===== config.mk =====
export PLATFORM = sky130hd
export DESIGN_NAME = board_frame_compositor_flat
export DESIGN_NICKNAME = d
export VERILOG_FILES = /design/src/rtl/board_frame_compositor_if.sv /design/src/rtl/board_frame_compositor.sv /design/src/flat_wrapper.sv
export SDC_FILE = /design/constraint.sdc
export NUM_CORES = 2
export LEC_CHECK = 0
export CAP_MARGIN = 20
export CORE_MARGIN = 2
export CORE_UTILIZATION = 54
export DETAILED_ROUTE_END_ITERATION = 10
export GPL_TIMING_DRIVEN = 0
export PLACE_DENSITY = 0.79
export SLEW_MARGIN = 40
export SYNTH_ARGS = -nofsm -noshare
export SYNTH_HDL_FRONTEND = slang
export SYNTH_SLANG_ARGS = --single-unit

===== constraint.sdc =====
create_clock -name clk -period 3.6 [get_ports clk]
set_input_delay 1.08 -clock clk [delete_from_list [all_inputs] [get_ports clk]]
set_output_delay 1.08 -clock clk [all_outputs]
set_load 0.005 [all_outputs]

===== src/rtl/board_frame_compositor_if.sv =====
// Handshake and pixel bus between the game logic / matrix driver and board_frame_compositor.
interface board_frame_compositor_if #(
  parameter int WIDTH   = 16,
  parameter int HEIGHT  = 16,
  parameter int N_LANES = 4,
  parameter int ROW_W   = $clog2(HEIGHT),
  parameter int COL_W   = $clog2(WIDTH)
);
  logic                       frame_strobe;
  logic [N_LANES*ROW_W-1:0]   lane_row;
  logic [N_LANES*WIDTH-1:0]   lane_data;
  logic [ROW_W-1:0]           frog_row;
  logic [COL_W-1:0]           frog_col;
  logic [ROW_W-1:0]           win_row;
  logic                       clear_hit;
  logic [HEIGHT*WIDTH-1:0]    RedPixels;
  logic [HEIGHT*WIDTH-1:0]    GrnPixels;
  logic                       busy;
  logic                       frame_done;
  logic                       hit;
  logic                       win;

  modport master (
    output frame_strobe, lane_row, lane_data, frog_row, frog_col, win_row, clear_hit,
    input  RedPixels, GrnPixels, busy, frame_done, hit, win
  );

  modport slave (
    input  frame_strobe, lane_row, lane_data, frog_row, frog_col, win_row, clear_hit,
    output RedPixels, GrnPixels, busy, frame_done, hit, win
  );
endinterface


===== src/rtl/board_frame_compositor.sv =====
// Registered LED-matrix frame builder: snapshot, clear, one lane per cycle, atomic publish.
// Optional frog blink while hit is set: define BOARD_BLINK_EN.
module board_frame_compositor #(
  parameter int WIDTH        = 16,
  parameter int HEIGHT       = 16,
  parameter int N_LANES      = 4,
  parameter int ROW_W        = $clog2(HEIGHT),
  parameter int COL_W        = $clog2(WIDTH),
  parameter int BLINK_CYCLES = 12500000
) (
  input logic clk,
  input logic reset,
  board_frame_compositor_if.slave bus
);
  localparam int K_W = (N_LANES > 1) ? $clog2(N_LANES) : 1;

  typedef enum logic [1:0] {IDLE, CLEAR, COMPOSE, PUBLISH} state_t;

  state_t state, state_nx;
  logic [K_W-1:0]                 k;
  logic                           snap_en, clr_en, comp_en, pub_en, last_lane;
  logic [N_LANES*ROW_W-1:0]       snap_rows;
  logic [N_LANES*WIDTH-1:0]       snap_data;
  logic [ROW_W-1:0]               snap_frow, snap_wrow, cur_row;
  logic [COL_W-1:0]               snap_fcol;
  logic [WIDTH-1:0]               cur_data;
  logic [HEIGHT-1:0][WIDTH-1:0]   shadow_red, shadow_grn, grn_final;
  logic                           frow_ok, fcol_ok, frog_ok, coll, win_nx, frog_vis;

  assign last_lane = (k == K_W'(N_LANES - 1));

  always_ff @(posedge clk or negedge reset) begin
    if (!reset) state <= IDLE;
    else        state <= state_nx;
  end

  always_comb begin
    state_nx = state;
    case (state)
      IDLE:    if (bus.frame_strobe) state_nx = CLEAR;
      CLEAR:   state_nx = COMPOSE;
      COMPOSE: if (last_lane) state_nx = PUBLISH;
      PUBLISH: state_nx = IDLE;
      default: state_nx = IDLE;
    endcase
  end

  always_comb begin
    snap_en = (state == IDLE) && bus.frame_strobe;
    clr_en  = (state == CLEAR);
    comp_en = (state == COMPOSE);
    pub_en  = (state == PUBLISH);
  end

  // Snapshot registers are pure data and only read after a snapshot has been taken
  always_ff @(posedge clk) begin
    if (snap_en) begin
      snap_rows <= bus.lane_row;
      snap_data <= bus.lane_data;
      snap_frow <= bus.frog_row;
      snap_fcol <= bus.frog_col;
      snap_wrow <= bus.win_row;
    end
  end

  always_comb begin
    cur_row  = '0;
    cur_data = '0;
    for (int i = 0; i < N_LANES; i++) begin
      if (k == K_W'(i)) begin
        cur_row  = snap_rows[i*ROW_W +: ROW_W];
        cur_data = snap_data[i*WIDTH +: WIDTH];
      end
    end
  end

  // Range checks by enumeration so narrow index fields never produce constant compares
  always_comb begin
    frow_ok = 1'b0;
    fcol_ok = 1'b0;
    for (int r = 0; r < HEIGHT; r++) if (snap_frow == ROW_W'(r)) frow_ok = 1'b1;
    for (int c = 0; c < WIDTH; c++)  if (snap_fcol == COL_W'(c)) fcol_ok = 1'b1;
  end

  assign frog_ok = frow_ok && fcol_ok;
  assign coll    = frog_ok && (cur_row == snap_frow) && |(cur_data & (WIDTH'(1) << snap_fcol));
  assign win_nx  = frog_ok && (snap_frow == snap_wrow);

`ifdef BOARD_BLINK_EN
  localparam int BC_W = (BLINK_CYCLES > 1) ? $clog2(BLINK_CYCLES) : 1;
  logic [BC_W-1:0] blink_cnt;
  logic            blink_phase;

  always_ff @(posedge clk or negedge reset) begin
    if (!reset) begin
      blink_cnt   <= '0;
      blink_phase <= 1'b0;
    end else if (!bus.hit) begin
      blink_cnt   <= '0;
      blink_phase <= 1'b0;
    end else if (blink_cnt == BC_W'(BLINK_CYCLES - 1)) begin
      blink_cnt   <= '0;
      blink_phase <= ~blink_phase;
    end else begin
      blink_cnt   <= blink_cnt + 1'b1;
    end
  end

  assign frog_vis = !bus.hit || !blink_phase;
`else
  assign frog_vis = 1'b1;
`endif

  always_comb begin
    grn_final = shadow_grn;
    for (int r = 0; r < HEIGHT; r++) begin
      if (frog_ok && (snap_frow == ROW_W'(r))) begin
        if (frog_vis) grn_final[r] = grn_final[r] | (WIDTH'(1) << snap_fcol);
        if (win_nx)   grn_final[r] = '1;
      end
    end
  end

  // Shadow buffers: cleared, then one lane OR-merged per COMPOSE cycle
  always_ff @(posedge clk or negedge reset) begin
    if (!reset) begin
      shadow_red <= '0;
      shadow_grn <= '0;
      k          <= '0;
    end else if (clr_en) begin
      shadow_red <= '0;
      shadow_grn <= '0;
      k          <= '0;
    end else if (comp_en) begin
      for (int r = 0; r < HEIGHT; r++)
        if (cur_row == ROW_W'(r)) shadow_red[r] <= shadow_red[r] | cur_data;
      k <= k + 1'b1;
    end else if (pub_en) begin
      shadow_grn <= grn_final;
    end
  end

  always_ff @(posedge clk or negedge reset) begin
    if (!reset) begin
      bus.RedPixels  <= '0;
      bus.GrnPixels  <= '0;
      bus.busy       <= 1'b0;
      bus.frame_done <= 1'b0;
      bus.hit        <= 1'b0;
      bus.win        <= 1'b0;
    end else begin
      bus.frame_done <= pub_en;
      if (snap_en)     bus.busy <= 1'b1;
      else if (pub_en) bus.busy <= 1'b0;
      if (pub_en) begin
        bus.RedPixels <= shadow_red;
        bus.GrnPixels <= grn_final;
        bus.win       <= win_nx;
      end
      // A collision in the same cycle as clear_hit keeps the flag set
      if (comp_en && coll)    bus.hit <= 1'b1;
      else if (bus.clear_hit) bus.hit <= 1'b0;
    end
  end
endmodule


===== src/flat_wrapper.sv =====
// flat-port wrapper written by rule: the top's interface ports become plain ports
module board_frame_compositor_flat 
#(
  parameter int WIDTH        = 16,
  parameter int HEIGHT       = 16,
  parameter int N_LANES      = 4,
  parameter int ROW_W        = $clog2(HEIGHT),
  parameter int COL_W        = $clog2(WIDTH),
  parameter int BLINK_CYCLES = 12500000
)
  (clk, reset, bus_frame_strobe, bus_lane_row, bus_lane_data, bus_frog_row, bus_frog_col, bus_win_row, bus_clear_hit, bus_RedPixels, bus_GrnPixels, bus_busy, bus_frame_done, bus_hit, bus_win);
  board_frame_compositor_if #(.WIDTH(WIDTH), .HEIGHT(HEIGHT), .N_LANES(N_LANES), .ROW_W(ROW_W), .COL_W(COL_W)) bus_i ();
  input logic clk;
  input logic reset;
  input wire logic [$bits(bus_i.frame_strobe)-1:0] bus_frame_strobe;
  input wire logic [$bits(bus_i.lane_row)-1:0] bus_lane_row;
  input wire logic [$bits(bus_i.lane_data)-1:0] bus_lane_data;
  input wire logic [$bits(bus_i.frog_row)-1:0] bus_frog_row;
  input wire logic [$bits(bus_i.frog_col)-1:0] bus_frog_col;
  input wire logic [$bits(bus_i.win_row)-1:0] bus_win_row;
  input wire logic [$bits(bus_i.clear_hit)-1:0] bus_clear_hit;
  output wire logic [$bits(bus_i.RedPixels)-1:0] bus_RedPixels;
  output wire logic [$bits(bus_i.GrnPixels)-1:0] bus_GrnPixels;
  output wire logic [$bits(bus_i.busy)-1:0] bus_busy;
  output wire logic [$bits(bus_i.frame_done)-1:0] bus_frame_done;
  output wire logic [$bits(bus_i.hit)-1:0] bus_hit;
  output wire logic [$bits(bus_i.win)-1:0] bus_win;
  assign bus_i.frame_strobe = bus_frame_strobe;
  assign bus_i.lane_row = bus_lane_row;
  assign bus_i.lane_data = bus_lane_data;
  assign bus_i.frog_row = bus_frog_row;
  assign bus_i.frog_col = bus_frog_col;
  assign bus_i.win_row = bus_win_row;
  assign bus_i.clear_hit = bus_clear_hit;
  assign bus_RedPixels = bus_i.RedPixels;
  assign bus_GrnPixels = bus_i.GrnPixels;
  assign bus_busy = bus_i.busy;
  assign bus_frame_done = bus_i.frame_done;
  assign bus_hit = bus_i.hit;
  assign bus_win = bus_i.win;
  board_frame_compositor #(.WIDTH(WIDTH), .HEIGHT(HEIGHT), .N_LANES(N_LANES), .ROW_W(ROW_W), .COL_W(COL_W), .BLINK_CYCLES(BLINK_CYCLES)) u_core (.clk(clk), .reset(reset), .bus(bus_i));
endmodule

==> run metrics <==
R2R Path End=u_core.shadow_red[87]; Mapped Area=42300 um^2; synthesized flop and latch total=between 1000 and 1500; distinct cell type count after synthesis=45; vias=33318; input/output buffers=611; Slew headroom=a little under two fifths; routed len/inst=25.8 um; Worst Path Buf+Inv=5; Net Count, Synth=~3800; die height=284 um; GRT overflow=0; worst slack, placed=0.0712 ns; slew at the pin closest to its max-slew limit=0.942 ns; DR pass1 iterations=9; gr usage total=between 30% and 40%; Post-synth EDFFs=slightly above 90; Cells after DPL=5355; Initial Util=54.6%; Mapped Avg Cell Area=11.5 um^2; leak pwr=24.1 nW; final setup fails=0; worst-path maximum fanout=10; Ports=612; H-tree Lvls=3; Inserted Clock Buffers=between 100 and 150; peak supply drop=0.611 mV; power per standard cell area=roughly 1000 nW/um^2; Routed WL=144000 um; Worst EP arrival=4.01 ns; post-CTS setup buffers=0; status=finished, final reports clean; root buffer cell=clkbuf_16; Post-Synth Simple-Gate Area=8.27%; CTS tree=yes; pin count of the biggest net entering global routing=about 120; sequential-to-total area share from yosys stat=67.5%; CP cell instances=inv_1 > ha_1 > clkinv_1 > clkbuf_1 > nor3_2 > buf_4 > buf_2 > a21oi_1 > nor2_1; Synth Area in Adders=0.296%; asr flop ratio synth=91.8%; Slew Viols, Final=0; ANT nets after route=0; RD Place Congestion=0.886; Setup WS post-layout=0.203 ns; clock slew at reported path FFs=~0.060 ns; Synth Area in XOR/XNOR=0.145%; final net count=4533; hold buffers post-CTS=0; CP max stage cell=nor3_2; CP Data Required Time=about 4.2 ns; min cycle time layout=3.40 ns; Die ar.=80600 um^2; mux contribution to synthesized area=6.81%; Worst R2R Setup Slack=0.20 ns; Sum Neg Setup Slack=0 ns; DP HPWL=about 100000 um; maxcap violations=0; final non-filler cell total=~5600; Largest delay share family, worst path=buffers and inverters; vias in the first global route=33463; Resized cells post-CTS=0; largest family of logic cells by synthesized area=compound AO/OA/AOI/OAI gates; Mapped Cells=~3700; DRC=0; final hold vios=0; Worst-Skew Late Latency=0.69 ns; DRT iter0 DRCs=4076; FILL cells=5400; Die Wd=284 um; share of layout cells above drive strength 1=roughly 14%; FP Rows=roughly 100; first-pass GRT wire length=213000 um; vias per cell=5.97; clock tree buffer depth=3; Clock Skew=approximately 0.037 ns; Top FF cell, synth=dfrtp_1; post-synthesis compound-gate area fraction=13.9%; R2R Path Start=u_core.state[0]; worst setup path class=reg -> reg; Synth warnings=0; unrepaired setup endpoints after global routing=no; cells on worst reg2reg path=9; clock sink count=1124; Hold WC Path Type=in -> async; core box area=about 77000 um^2; Hold Slack=0.279 ns; Finished Core Util=between 60 and 70%; area delta synth->final=28.0%; Worst setup SP type=flop; Period Utilization, post-route=a little over nine tenths; Worst setup EP type=flop; CP peak stage delay=approximately 0.56 ns; initial antenna violation count=20; Max Clock Freq=slightly below 300 MHz
kinds of logic (layout without fill, tap and decap cells):
logic type               count (synthesis)  in the layout
AO/OA/AOI/OAI                         1113           1113
XOR/XNOR                                 7              7
buffers and inverters                  290           1136
multiplexers                           256            256
flip-flops                            1124           1124
adder cells (fa/ha/maj)                 10             10
other                                    0             16
AND/OR/NAND/NOR                        876            876
how the worst max path moves through the flow:
stage,startpoint,end,slack (ns),depth (start not counted)
after detailed placement,reset,u_core.bus.RedPixels[43],0.07,5
after global placement,reset,u_core.bus.RedPixels[138],-43.91,1
after floorplan,bus_frame_strobe,u_core.snap_data[0],0.92,1
after CTS,u_core.state[0],u_core.shadow_red[87],0.24,9
final,u_core.state[0],u_core.shadow_red[87],0.20,9
after global routing,u_core.state[0],u_core.shadow_red[87],0.1,9
cell usage after synthesis, drive strengths merged (19+ instances only):
cell | number | share of area (%)
a21oi | 1026 | 12
buf | 97 | 1.4
clkbuf | 184 | 1.6
dfrtp | 1032 | 61
edfxtp | 92 | 6.5
mux2 | 256 | 6.8
nor2 | 784 | 7.0
nor3 | 37 | 0.44
o21ai | 19 | 0.22
layout by cell type, fill, tap and decap left out, types with 14 or more instances in the layout:
cell type           n
a21oi_1          1026
buf_2              70
buf_4              19
buf_6              14
clkbuf_1          194
clkbuf_16         112
clkbuf_8           21
clkdlybuf4s50_1   610
clkinv_2           21
dfrtp_1          1032
diode_2            16
edfxtp_1           92
mux2_2            256
nor2_1            784
nor3_1             14
nor3_2             23
o21ai_1            14
o22ai_1            16
registers in the layout, summed over array words and instances, names as in the netlist:
signal and count:
u_core.bus.GrnPixels 256, u_core.bus.RedPixels 256, u_core.shadow_grn 256, u_core.shadow_red 256
u_core.snap_data 64, u_core.snap_rows 16, u_core.snap_fcol 4, u_core.snap_frow 4
u_core.snap_wrow 4, u_core.k 2, u_core.state 2, u_core.bus.busy 1
u_core.bus.frame_done 1, u_core.bus.hit 1, u_core.bus.win 1
worst register-to-register path, delay by kind of cell, from the launching register on:
kind                     cells  cell delay (ns)
buffers and inverters        5             1.68
AND/OR/NAND/NOR              2             0.69
adder cells (fa/ha/maj)      1             0.42
flip-flops                   1             0.41
AO/OA/AOI/OAI                1             0.14
routing by layer:
layer,GRT usage [%],up-vias,wire [um]
li1,-,14209,-
met1,44.3,16703,52400
met2,56.2,1910,67900
met3,10.6,484,15300
met4,18.6,12,8280
met5,0,-,68
layout make-up:
class                           count  area (um^2)  share of cell area, %
Clock inverter                     51          648                   1.20
Multi-Input combinational cell   2262        12600                   23.2
Antenna cell                       16         40.0                 0.0739
Buffer                            281         1290                   2.38
Clock buffer                      156         3180                   5.87
Timing Repair Buffer              639         6530                   12.1
Tap cell                         1040         1300                   2.40
Sequential cell                  1124        28600                   52.8
Inverter                            9         33.8                 0.0624
where the power goes:
group          internal [mW]  switching (mW)  total [mW]
registers               17.3            2.88        20.1
logic                   9.62            13.1        22.8
clock network           6.94            5.19        12.1
total                   33.8            21.2        55.0
stage by stage:
stage	power (mW)	instance area, um^2
3_3_place_gp	41.6	49700
3_5_place_dp	42.4	50300
5_1_grt	57.4	54200
4_1_cts	54.8	54100
6_report	55.0	54200
2_1_floorplan	29.9	42300
No activity file was read; power rests on OpenSTA's default activity.
